[src/rtl/kms_receiver.sv]
// KMS link receiver: 2-flop synchronized serial input, decodes 40-bit data
// frames and audio-sample-request frames into parallel words and strobes.
module kms_receiver #(
    parameter int BIT_CLKS  = 4,
    parameter int DATA_BITS = 40
) (
    input  logic                 clk,
    input  logic                 rst,
    input  logic                 sin,
    output logic [DATA_BITS-1:0] data,
    output logic                 data_valid,
    output logic                 audio_req_tick,
    output logic                 audio_req_underrun,
    output logic                 frame_error,
    output logic                 busy
);

    localparam int CW = (BIT_CLKS > 1) ? $clog2(BIT_CLKS) : 1;
    localparam int BW = $clog2(DATA_BITS + 1);
    localparam int HW = $clog2(BIT_CLKS + 1);

    localparam logic [CW-1:0] CELL_MID  = CW'(BIT_CLKS / 2);
    localparam logic [CW-1:0] CELL_LAST = CW'(BIT_CLKS - 1);
    localparam logic [BW-1:0] BIT_LAST  = BW'(DATA_BITS - 1);
    localparam logic [HW-1:0] ARM_LAST  = HW'(BIT_CLKS - 1);

    typedef enum logic [2:0] {
        S_IDLE,
        S_START,
        S_TYPE,
        S_DATA,
        S_UFLAG,
        S_STOP
    } state_t;

    state_t state, state_nxt;

    logic                 sync1, s, s_d;
    logic [CW-1:0]        cnt;
    logic [BW-1:0]        bit_cnt;
    logic [DATA_BITS-1:0] shreg;
    logic                 pend_u;
    logic                 is_data;
    logic                 armed;
    logic [HW-1:0]        high_cnt;

    logic mid, fall;
    logic cnt_clr, bit_clr, shift_en, flag_en, type_en, good_stop, bad_stop;

    always_ff @(posedge clk) begin
        if (rst) state <= S_IDLE;
        else     state <= state_nxt;
    end

    always_comb begin
        state_nxt = state;
        cnt_clr   = 1'b0;
        bit_clr   = 1'b0;
        shift_en  = 1'b0;
        flag_en   = 1'b0;
        type_en   = 1'b0;
        good_stop = 1'b0;
        bad_stop  = 1'b0;
        mid       = (cnt == CELL_MID);
        fall      = s_d & ~s;
        case (state)
            S_IDLE: begin
                if (fall && armed) begin
                    state_nxt = S_START;
                    cnt_clr   = 1'b1;
                end
            end
            S_START: begin
                if (mid) state_nxt = s ? S_IDLE : S_TYPE;
            end
            S_TYPE: begin
                if (mid) begin
                    type_en   = 1'b1;
                    bit_clr   = s;
                    state_nxt = s ? S_DATA : S_UFLAG;
                end
            end
            S_DATA: begin
                if (mid) begin
                    shift_en = 1'b1;
                    if (bit_cnt == BIT_LAST) state_nxt = S_STOP;
                end
            end
            S_UFLAG: begin
                if (mid) begin
                    flag_en   = 1'b1;
                    state_nxt = S_STOP;
                end
            end
            S_STOP: begin
                if (mid) begin
                    good_stop = s;
                    bad_stop  = ~s;
                    state_nxt = S_IDLE;
                end
            end
            default: state_nxt = S_IDLE;
        endcase
    end

    assign busy = (state != S_IDLE);

    always_ff @(posedge clk) begin
        if (rst) begin
            sync1              <= 1'b1;
            s                  <= 1'b1;
            s_d                <= 1'b1;
            cnt                <= '0;
            bit_cnt            <= '0;
            shreg              <= '0;
            pend_u             <= 1'b0;
            is_data            <= 1'b0;
            armed              <= 1'b0;
            high_cnt           <= '0;
            data               <= '0;
            data_valid         <= 1'b0;
            audio_req_tick     <= 1'b0;
            audio_req_underrun <= 1'b0;
            frame_error        <= 1'b0;
        end else begin
            sync1 <= sin;
            s     <= sync1;
            s_d   <= s;

            if (cnt_clr || cnt == CELL_LAST) cnt <= '0;
            else                             cnt <= cnt + 1'b1;

            if (bit_clr)       bit_cnt <= '0;
            else if (shift_en) bit_cnt <= bit_cnt + 1'b1;

            if (shift_en) shreg   <= {shreg[DATA_BITS-2:0], s};
            if (flag_en)  pend_u  <= s;
            if (type_en)  is_data <= s;

            data_valid     <= good_stop & is_data;
            audio_req_tick <= good_stop & ~is_data;
            frame_error    <= bad_stop;
            if (good_stop && is_data)  data               <= shreg;
            if (good_stop && !is_data) audio_req_underrun <= pend_u;

            // After a bad stop (or reset) the line must idle high for a full
            // cell before a falling edge is trusted as a start bit again.
            if (bad_stop) begin
                armed    <= 1'b0;
                high_cnt <= '0;
            end else if (!armed) begin
                if (!s)                        high_cnt <= '0;
                else if (high_cnt == ARM_LAST) armed    <= 1'b1;
                else                           high_cnt <= high_cnt + 1'b1;
            end
        end
    end

endmodule

[config.mk]
export PLATFORM = sky130hd
export DESIGN_NAME = kms_receiver
export DESIGN_NICKNAME = d
export VERILOG_FILES = /design/src/rtl/kms_receiver.sv
export SDC_FILE = /design/constraint.sdc
export NUM_CORES = 1
export LEC_CHECK = 0
export BUFFER_PORTS_ARGS = -buffer_cell sky130_fd_sc_hd__buf_2
export CORE_ASPECT_RATIO = 0.7
export CORE_MARGIN = 5
export CORE_UTILIZATION = 40
export DETAILED_ROUTE_END_ITERATION = 8
export PLACE_DENSITY = 0.65
export SETUP_SLACK_MARGIN = 0.05
export SLEW_MARGIN = 20
export SYNTH_ARGS = -nofsm -noshare
export SYNTH_HDL_FRONTEND = slang
export SYNTH_SLANG_ARGS = --single-unit
export TNS_END_PERCENT = 50
[constraint.sdc]
create_clock -name clk -period 1.56 [get_ports clk]
set_clock_uncertainty 0.2 [all_clocks]
set_input_delay 0.234 -clock clk [delete_from_list [all_inputs] [get_ports clk]]
set_output_delay 0.234 -clock clk [all_outputs]
set_load 0.03 [all_outputs]
==> results of run 1 <==
==> cells by family after synthesis <==
group,Yosys count
AND/OR/NAND/NOR,216
AO/OA/AOI/OAI,104
flip-flops,104
buffers and inverters,38
XOR/XNOR,5
adder cells (fa/ha/maj),5
multiplexers,2
==> Yosys cell counts, drive strengths merged <==
library cell and n:
nor3 4, a22oi 1, nand2b 4, o41ai 1
or2 4, nor4b 1, ha 5, nand4b 2
mux2i 2, a31oi 1, nor4 1, nor3b 1
o21ai 6, nand2 166, dfxtp 104, buf 23
inv 5, clkbuf 10, nand3b 2, and4b 1
nand4bb 1, a2bb2oi 1, nor2 21, a22o 2
or3 2, o21bai 1, nand4 2, nor2b 1
and3 1, o2bb2ai 1, a21oi 87, and2 1
xnor2 1, nor4bb 1, xor2 4, a211oi 3
==> where the power goes <==
part | total (uW) | switching [uW] | internal (uW) | leakage, uW
logic | 607 | 294 | 313 | 0.00140
clock network | 2340 | 1040 | 1300 | 0.000150
registers | 2720 | 31.5 | 2690 | 0.000842
total | 5670 | 1360 | 4310 | 0.00239
==> through the flow <==
| step | setup WS (ns) | total power, uW | instances | setup TNS (ns) |
|---|---|---|---|---|
| 2_1_floorplan | -0.0723 | 3030 | 474 | -2.82 |
| 3_3_place_gp | -0.0531 | 3150 | 645 | -0.476 |
| 3_5_place_dp | -0.0607 | 3170 | 645 | -1.41 |
| 4_1_cts | -0.203 | 5650 | 684 | -11.17 |
| 5_1_grt | -0.241 | 5850 | 683 | -14.74 |
| 6_report | -0.197 | 5670 | 683 | -9.46 |
==> repair_timing <==
action,in CTS,in global routing
setup buffers,12,2
cloned,10,3
gates resized for setup,94,127
endpoints found under the setup margin,94,98
hold buffers,1,0
hold endpoints to repair,1,0
pin swaps,29,60
==> cell usage in the layout (no fill, tap or decap), types with 4 or more instances in the layout <==
master and instances:
dfxtp_1 96, nand2_4 29, buf_2 46, o21ai_0 4, buf_6 9, dfxtp_2 7, a21oi_1 20, clkbuf_16 13
nor2_1 19, buf_12 12, nand2_2 29, a21oi_2 67, buf_4 21, nand2_1 108, xor2_1 4
==> worst register-to-register path, cell delays in order (launching register included) <==
cell       delay [ns]
dfxtp_2          0.34
buf_6            0.09
buf_6            0.10
nand4b_4         0.12
buf_6            0.14
nor2_4           0.12
buf_12           0.17
clkbuf_16        0.19
nand2_4          0.05
a21oi_2          0.13
==> state kept, by name, summed over array words and instances (netlist names), 2 cells and up <==
register	cells
high_cnt	3
shreg	40
cnt	2
state	3
data	40
bit_cnt	6
==> final timing paths <==
check	to	cells after the start	slack, ns	from
worst min register to register	s	1	0.22	sync1
worst max register to register	data[3]	9	-0.16	state[0]
worst min-delay path	audio_req_underrun	2	0.04	rst
worst max-delay path	busy	3	-0.20	state[0]
==> cell type report <==
type | instances | area [um2] | share of cell area (%)
Clock buffer | 11 | 243 | 4.16
Clock inverter | 5 | 65.1 | 1.11
Inverter | 5 | 18.8 | 0.322
Multi-Input combinational cell | 332 | 2300 | 39.5
Sequential cell | 104 | 2090 | 35.9
Tap cell | 128 | 160 | 2.74
Timing Repair Buffer | 98 | 952 | 16.3
==> routing by layer <==
layer / part of all wire [%] / wire (um)
met1: 45 / 5160
met2: 47 / 5380
met3: 5.9 / 674
met4: 1.2 / 136
met5: 0 / 0
==> impl_metrics.tcl, run 1 <==
set metrics [dict create \
    outcome "complete, but fails checks" \
    violations "negative setup slack" \
    maxCapViolCount 0 \
    clock_latency_ns 0.35 \
    gr-usage-met1_pct 24.3 \
    critical_path.max_fanout 2 \
    finalNetCount 558 \
    viasPerCell 5.17 \
    root_buffer "clkbuf_16" \
    synth_compound_area_share_pct 14.2 \
    ios 48 \
    drcViolationCount 0 \
    avgSynthCellArea_um2 8.22 \
    synth_top_area_share_pct 53.4 \
    n_antenna_cell 0 \
    layout_setup_ws_ns -0.197 \
    layout-drive-gt1-share_pct 49.2 \
    slew_headroom_pct 76.9 \
    rsz0062_at_grt "yes" \
    grt_use_met3_pct 5.99 \
    routed-via-count 3534 \
    synth.distinct_cells 41 \
    slowest_stage "or3_4" \
    die_h_um 92.6 \
    cp.buffers_inverters 2 \
    path_class "reg -> out" \
    p_leak_uw 0.00239 \
    syn_area_mm2 0.00390 \
    cts.path.max_buffers 2 \
    drt_wl_total_mm 11.3 \
    worstPathCellList "buf_6 > or3_4 > buf_6" \
    die_x_um 128 \
    clk_pin_slew_worst_paths_ns 0.07 \
    area_growth_pct 49.8 \
    max_stage_delay_ns 0.38 \
    p_per_area_mw_per_mm2 972 \
    synth_top_cell_by_area "dfxtp_1" \
    grtUsageMet2_pct 28.7 \
    place.gp.congestion 0.842 \
    grt_remaining_overflow 0 \
    fin_area_mm2 0.00584 \
    netlist_instances 474 \
    grt_pass1_wl_mm 17.2 \
    whs_ns 0.0393 \
    coreArea_mm2 0.00961 \
    first_iter_violations 325 \
    fmax_mhz 569 \
    arrival_ns 1.32 \
    critical_path_required_ns 1.13 \
    track_usage_pct 18.5 \
    critPathTopFamily "simple AND/OR/NAND/NOR gates" \
    synth-xor-area-share_pct 1.12 \
    synth_fa_ha_area_share_pct 1.61 \
    placed_area_mm2 0.00440 \
    drv_slew 0 \
    synthMuxAreaShare_pct 0.514 \
    ys_ff_latch 104 \
    ys_seq_area_share_pct 53.4 \
    utilization_pct 60.7 \
    tightest_slew_ns 0.347 \
    grt-busiest-layer "met2" \
    crit_path_frequent_cell "buf_6" \
    portBuffers 47 \
    initial_utilization_pct 40.5 \
    finalCritPeriodShare_pct 113 \
    hpwl_mm 5.76 \
    cts_tree "yes" \
    cp-end-kind "output pin" \
    firstDrtPassIters 4 \
    finalHoldViolations 0 \
    dieArea_mm2 0.0118 \
    cts_made_buffers 9 \
    finalWorstPathRequiredPeriod_ns 1.76 \
    synth_area_leaders "dfxtp_1, nand2_1, a21oi_1" \
    setup_violations 86 \
    yosys.area_share.simple_pct 23.5 \
    synth_nets 482 \
    antenna_found_initial 0 \
    hold_path_class "in -> reg" \
    fillers 801 \
    ir_drop_mv 0.505 \
    synth_top_family_by_area "simple AND/OR/NAND/NOR gates" \
    grt_pass1_vias 3450 \
    wl_per_cell_um 16.6 \
    rows 30 \
    ys_warn_count 0 \
    htreeDepth 3 \
    cts_sinks 104 \
    cp-start-kind "flop" \
    grt_max_degree 39 \
    ant_nets 0 \
]
No activity file was read; power rests on OpenSTA's default activity.
==> run 2, diff against run 1 <==
--- a/config.mk
+++ b/config.mk
@@ -9,6 +9,7 @@
 export CORE_ASPECT_RATIO = 0.7
 export CORE_MARGIN = 5
 export CORE_UTILIZATION = 40
+export CTS_BUF_LIST = sky130_fd_sc_hd__clkbuf_2
 export DETAILED_ROUTE_END_ITERATION = 8
 export PLACE_DENSITY = 0.65
 export SETUP_SLACK_MARGIN = 0.05
==> impl_metrics.tcl, run 2 (same netlist as run 1, synthesis figures left out) <==
set metrics [dict create \
    outcome "complete, but fails checks" \
    violations "negative setup slack" \
    cp.buffers_inverters 2 \
    antenna_found_initial 0 \
    grt_max_degree 39 \
    gr-usage-met1_pct 23.9 \
    firstDrtPassIters 4 \
    layout_commonest_cell "nand2_1" \
    first_iter_violations 239 \
    grt_use_met3_pct 5.24 \
    clock_latency_ns 0.65 \
    p_leak_uw 0.00298 \
    utilization_pct 67.2 \
    clkPwrFrac_pct 28.5 \
    setup_violations 141 \
    cts_tree "yes" \
    drv_slew 0 \
    cts_sinks 104 \
    p_sw_share_pct 27.3 \
    r2r_setup_slack_ns -0.42 \
    critical_path_required_ns 1.13 \
    cp.depth 3 \
    rr_worst_depth 10 \
    finalWorstPathRequiredPeriod_ns 2.11 \
    rows 30 \
    worstPathCellList "buf_6 > or3_4 > buf_6" \
    whs_path_depth 3 \
    track_usage_pct 17.7 \
    cts_made_buffers 9 \
    crit_path_frequent_cell "buf_6" \
    grtUsageMet2_pct 27.7 \
    rsz0062_at_grt "yes" \
    worst_r2r_endpoint "bit_cnt[2]" \
    clk_pin_slew_worst_paths_ns 0.28 \
    critical_path.max_fanout 2 \
    drcViolationCount 0 \
    portBuffers 47 \
    arrival_ns 1.67 \
    ant_nets 0 \
    maxCapViolCount 0 \
    finalHoldViolations 0 \
    critPathTopFamily "flip-flops" \
    n_antenna_cell 0 \
    layout-drive-gt1-share_pct 60.6 \
    initial_utilization_pct 40.5 \
    place.gp.congestion 0.842 \
    drt_wl_total_mm 12.2 \
    reg_top3 "data: 40 flops, shreg: 40 flops, bit_cnt: 6 flops" \
    routed-via-count 3658 \
    fillers 696 \
    min_to "audio_req_underrun" \
    cp-start-kind "flop" \
    max_stage_delay_ns 0.40 \
    slowest_stage "dfxtp_2" \
    path_class "reg -> out" \
    htreeDepth 3 \
    cellInternalPower_uw 3420 \
    cp-end-kind "output pin" \
    tightest_slew_ns 0.357 \
    grt_pass1_wl_mm 16.7 \
    grt-busiest-layer "met2" \
    viasPerCell 5.16 \
    ios 48 \
    finalCritPeriodShare_pct 135 \
    p_seq_share_pct 58.1 \
    wl_per_cell_um 17.2 \
    reg2reg_from "state[0]" \
    slew_headroom_pct 75.9 \
    die_x_um 128 \
    layout_setup_ws_ns -0.548 \
    final_cell_mix "nand2_1, a21oi_2, buf_6" \
    area_growth_pct 65.8 \
    fmax_mhz 474 \
    ir_drop_mv 0.398 \
    grt_remaining_overflow 0 \
    combPwrFrac_pct 13.4 \
    hold_start "rst" \
    root_buffer "clkbuf_2" \
    hpwl_mm 5.76 \
    cts.path.max_buffers 2 \
    grt_pass1_vias 3401 \
    hold_path_class "in -> reg" \
    p_per_area_mw_per_mm2 728 \
    die_h_um 92.6 \
    finalNetCount 584 \
    dieArea_mm2 0.0118 \
    p_sw_uw 1280 \
    pre_cts_ws_ns -0.0607 \
    coreArea_mm2 0.00961 \
]
[run 2: cell types whose count changed in the layout (fill, tap and decap cells not counted), moves of 4 or more]
cell       delta
nand2_2       -8
clkbuf_16     -4
buf_4        +13
a21oi_2       +4
clkbuf_2     +10
buf_6        +46
dfxtp_2      +41
buf_2        -45
buf_12        -4
nand2_4      +20
a21oi_1       -4
buf_16        +5
dfxtp_1      -42
nand2_1      -12
[run 2: worst max path at each step]
stage | startpoint | end | slack, ns
floorplan | cnt[0] | data[10] | -0.07
global placement | state[1] | state[0] | -0.05
detailed placement | state[1] | state[0] | -0.06
CTS | state[0] | busy | -0.55
global route | state[0] | busy | -0.59
finish | state[0] | busy | -0.55
[run 2: worst reg2reg max path, stage by stage, from the launching register on]
cell and delay, ns:
dfxtp_2 0.40, buf_4 0.13, buf_6 0.11, buf_6 0.11, buf_6 0.11, and4b_2 0.27, buf_4 0.17, buf_16 0.13
nand2_2 0.07, xor2_1 0.15, nor2_1 0.05
[run 2: final cells by class]
class	instances	area (um2)	share of cell area, %
clock buffers	10	50.0	0.775
clock inverters	6	68.8	1.07
inverters	5	18.8	0.291
multi-input cells	332	2410	37.4
flip-flops and latches	104	2150	33.3
well taps	128	160	2.48
repair buffers	124	1600	24.7
[run 2: what timing repair did]
item,4_1_cts,5_1_grt
buffers inserted,20,9
endpoints found under the hold margin,80,0
setup endpoints to repair,139,147
resized for setup,189,196
gates cloned,9,10
pin swaps,37,58
hold buffers,3,0
[run 2: power by group through the flow]
stage	Combinational [uW]	Sequential [uW]	Clock [uW]
6_report	630	2730	1340
5_1_grt	678	2740	1440
4_1_cts	543	2730	1340
3_5_place_dp	380	2790	0
3_3_place_gp	366	2790	0
2_1_floorplan	250	2780	0
[run 2: stage by stage]
stage | hold slack [ns] | cell area (um2) | setup TNS, ns | std cells | power (uW)
2_1_floorplan | 0.138 | 3930 | -2.82 | 474 | 3030
3_3_place_gp | 0.199 | 4400 | -0.476 | 645 | 3150
3_5_place_dp | 0.196 | 4400 | -1.41 | 645 | 3170
4_1_cts | 0.257 | 5490 | -15.94 | 693 | 4610
5_1_grt | 0.264 | 6460 | -35.31 | 709 | 4860
6_report | 0.246 | 6460 | -28.13 | 709 | 4700
[run 2: routing by layer]
layer | up-vias | part of all wire, %
li1 | 1768 | -
met1 | 1759 | 44
met5 | - | 0
met3 | 24 | 6.7
met4 | 0 | 2.2
met2 | 107 | 47
==> run 3, diff against run 2 <==
--- a/config.mk
+++ b/config.mk
@@ -5,13 +5,14 @@
 export SDC_FILE = /design/constraint.sdc
 export NUM_CORES = 1
 export LEC_CHECK = 0
+export ABC_AREA = 1
 export BUFFER_PORTS_ARGS = -buffer_cell sky130_fd_sc_hd__buf_2
 export CORE_ASPECT_RATIO = 0.7
 export CORE_MARGIN = 5
 export CORE_UTILIZATION = 40
 export CTS_BUF_LIST = sky130_fd_sc_hd__clkbuf_2
 export DETAILED_ROUTE_END_ITERATION = 8
-export PLACE_DENSITY = 0.65
+export PLACE_DENSITY = 0.64
 export SETUP_SLACK_MARGIN = 0.05
 export SLEW_MARGIN = 20
 export SYNTH_ARGS = -nofsm -noshare
==> impl_metrics.tcl, run 3 <==
set metrics [dict create \
    outcome "complete, but fails checks" \
    violations "negative setup slack" \
    first_iter_violations 248 \
    placed_area_mm2 0.00460 \
    p_leak_uw 0.00263 \
    synth_nets 549 \
    p_sw_uw 1040 \
    finalHoldViolations 0 \
    synth_top_area_share_pct 50.8 \
    r2r_setup_slack_ns -0.26 \
    synth_edf_count 0 \
    routed-via-count 3887 \
    layout_setup_ws_ns -0.293 \
    area_growth_pct 54.2 \
    drv_slew 0 \
    finalNetCount 633 \
    reg_top3 "data: 40 flops, shreg: 40 flops, bit_cnt: 6 flops" \
    critical_path.max_fanout 2 \
    grt_remaining_overflow 0 \
    reg2reg_from "cnt[0]" \
    cp.buffers_inverters 2 \
    cp-end-kind "output pin" \
    grt_pass1_wl_mm 16.5 \
    synthTopCellsByCount "nor2_1, dfxtp_1, nand2_1, o21ai_0, inv_1" \
    cts_sinks 104 \
    synthFlopType "dfxtp_1" \
    ant_nets 0 \
    avgSynthCellArea_um2 7.58 \
    slew_headroom_pct 78.9 \
    max_stage_delay_ns 0.39 \
    critical_path_required_ns 1.13 \
    place.gp.congestion 0.861 \
    clk_pin_slew_worst_paths_ns 0.25 \
    antenna_found_initial 0 \
    synthArstFlopShare_pct 0 \
    p_sw_share_pct 24.8 \
    grt_max_degree 48 \
    arrival_ns 1.42 \
    track_usage_pct 16.8 \
    wl_per_cell_um 15.8 \
    n_antenna_cell 0 \
    grt_pass1_vias 3441 \
    synth_area_leaders "dfxtp_1, nor2_1, nand2_1" \
    ir_drop_mv 0.291 \
    path_class "reg -> out" \
    ios 48 \
    cts_tree "yes" \
    portBuffers 47 \
    die_x_um 131 \
    ys_ff_latch 104 \
    cts.path.max_buffers 2 \
    drcViolationCount 0 \
    hpwl_mm 5.59 \
    worstPathCellList "buf_6 > nor2_4 > nand2_2 > buf_6" \
    fmax_mhz 540 \
    critPathTopFamily "flip-flops" \
    cp-start-kind "flop" \
    layout-drive-gt1-share_pct 47.5 \
    tightest_slew_ns 0.315 \
    ys_seq_area_share_pct 50.8 \
    finalWorstPathRequiredPeriod_ns 1.85 \
    rr_worst_depth 10 \
    setup_violations 117 \
    crit_path_frequent_cell "buf_6" \
    root_buffer "clkbuf_2" \
    clock_latency_ns 0.60 \
    clkPwrFrac_pct 29.2 \
    layout_commonest_cell "nor2_1" \
    total_power_uw 4180 \
    p_seq_share_pct 64.5 \
    hold_start "sync1" \
    firstDrtPassIters 4 \
    whs_path_depth 1 \
    die_h_um 94.7 \
    synth.distinct_cells 28 \
    fin_area_mm2 0.00632 \
    drt_wl_total_mm 11.9 \
    htreeDepth 3 \
    netlist_instances 541 \
    cellInternalPower_uw 3140 \
    maxCapViolCount 0 \
    slowest_stage "dfxtp_2" \
    combPwrFrac_pct 6.3 \
    ys_warn_count 0 \
    p_per_area_mw_per_mm2 661 \
    initial_utilization_pct 41.7 \
    rsz0062_at_grt "yes" \
    rows 30 \
    synth_most_common_cell "nor2_1" \
    synth_top_cell_by_area "dfxtp_1" \
    fillers 789 \
    coreArea_mm2 0.00983 \
    final_cell_mix "nor2_1, nand2_1, dfxtp_1, buf_6, dfxtp_2" \
    cp.depth 4 \
    min_to "s" \
    syn_area_mm2 0.00410 \
    hold_path_class "reg -> reg" \
    finalCritPeriodShare_pct 119 \
    viasPerCell 5.14 \
    cts_made_buffers 9 \
    dieArea_mm2 0.0124 \
    worst_r2r_endpoint "data[33]" \
]
## run 3: how the worst max path moves through the flow
stage	from	to	slack, ns
2_1_floorplan	cnt[0]	data[30]	-0.0008
3_3_place_gp	state[2]	shreg[31]	-0.08
3_5_place_dp	state[2]	shreg[33]	-0.12
4_1_cts	state[0]	busy	-0.29
5_1_grt	state[0]	busy	-0.36
6_report	state[0]	busy	-0.29
## run 3: power by group through the flow
| stage | clock [uW] | combinational [uW] | sequential [uW] |
|---|---|---|---|
| 2_1_floorplan | 0 | 147 | 2760 |
| 3_3_place_gp | 0 | 201 | 2760 |
| 3_5_place_dp | 0 | 206 | 2760 |
| 4_1_cts | 1250 | 235 | 2710 |
| 5_1_grt | 1350 | 290 | 2710 |
| 6_report | 1220 | 263 | 2700 |
## run 3: cell families (layout without fill, tap and decap cells)
logic type                 Yosys count  in the layout  share of synthesized area [%]
AOI/OAI and AO/OA                   77             77                           9.52
xor gates and xnor gates             1              1                          0.214
adders and majority gates            5              5                           1.53
buffers and inverters               66            153                           6.96
DFF                                104            104                           50.8
and+or+nand+nor                    288            288                           31.0
## run 3: layout make-up
cell class / count / area, um2 / area share, %
Multi-Input combinational cell: 371 / 2330 / 36.8
Sequential cell: 104 / 2170 / 34.3
Timing Repair Buffer: 106 / 1440 / 22.8
Tap cell: 128 / 160 / 2.53
Inverter: 33 / 129 / 2.04
Clock buffer: 10 / 50.0 / 0.792
Clock inverter: 4 / 47.5 / 0.752
## run 3: timing repair
item | CTS | global route
buffers inserted | 8 | 9
cloned | 9 | 8
setup endpoints to repair | 137 | 141
resized for setup | 233 | 150
hold buffers | 3 | 1
hold endpoints to repair | 102 | 17
pin swaps | 12 | 61
## run 3: layer usage
layer | up-vias | global-route usage [%] | part of all wire [%]
li1 | 1905 | - | -
met1 | 1875 | 21.7 | 44
met2 | 92 | 27.3 | 49
met3 | 15 | 4.75 | 5.3
met4 | 0 | 5.39 | 1.3
met5 | - | 0 | 0
## run 3: stage by stage
stage / setup TNS (ns) / cells / hold WS (ns) / setup WS (ns) / util (%)
CTS: -8.66 / 740 / 0.248 / -0.289 / 57.1
global route: -22.00 / 756 / 0.274 / -0.358 / 64.3
global placement: -1.43 / 706 / 0.192 / -0.0830 / 46.8
floorplan: -0.0186 / 541 / 0.138 / -0.000800 / -
detailed placement: -2.80 / 706 / 0.197 / -0.116 / 46.8
finish: -12.06 / 756 / 0.242 / -0.293 / 64.3
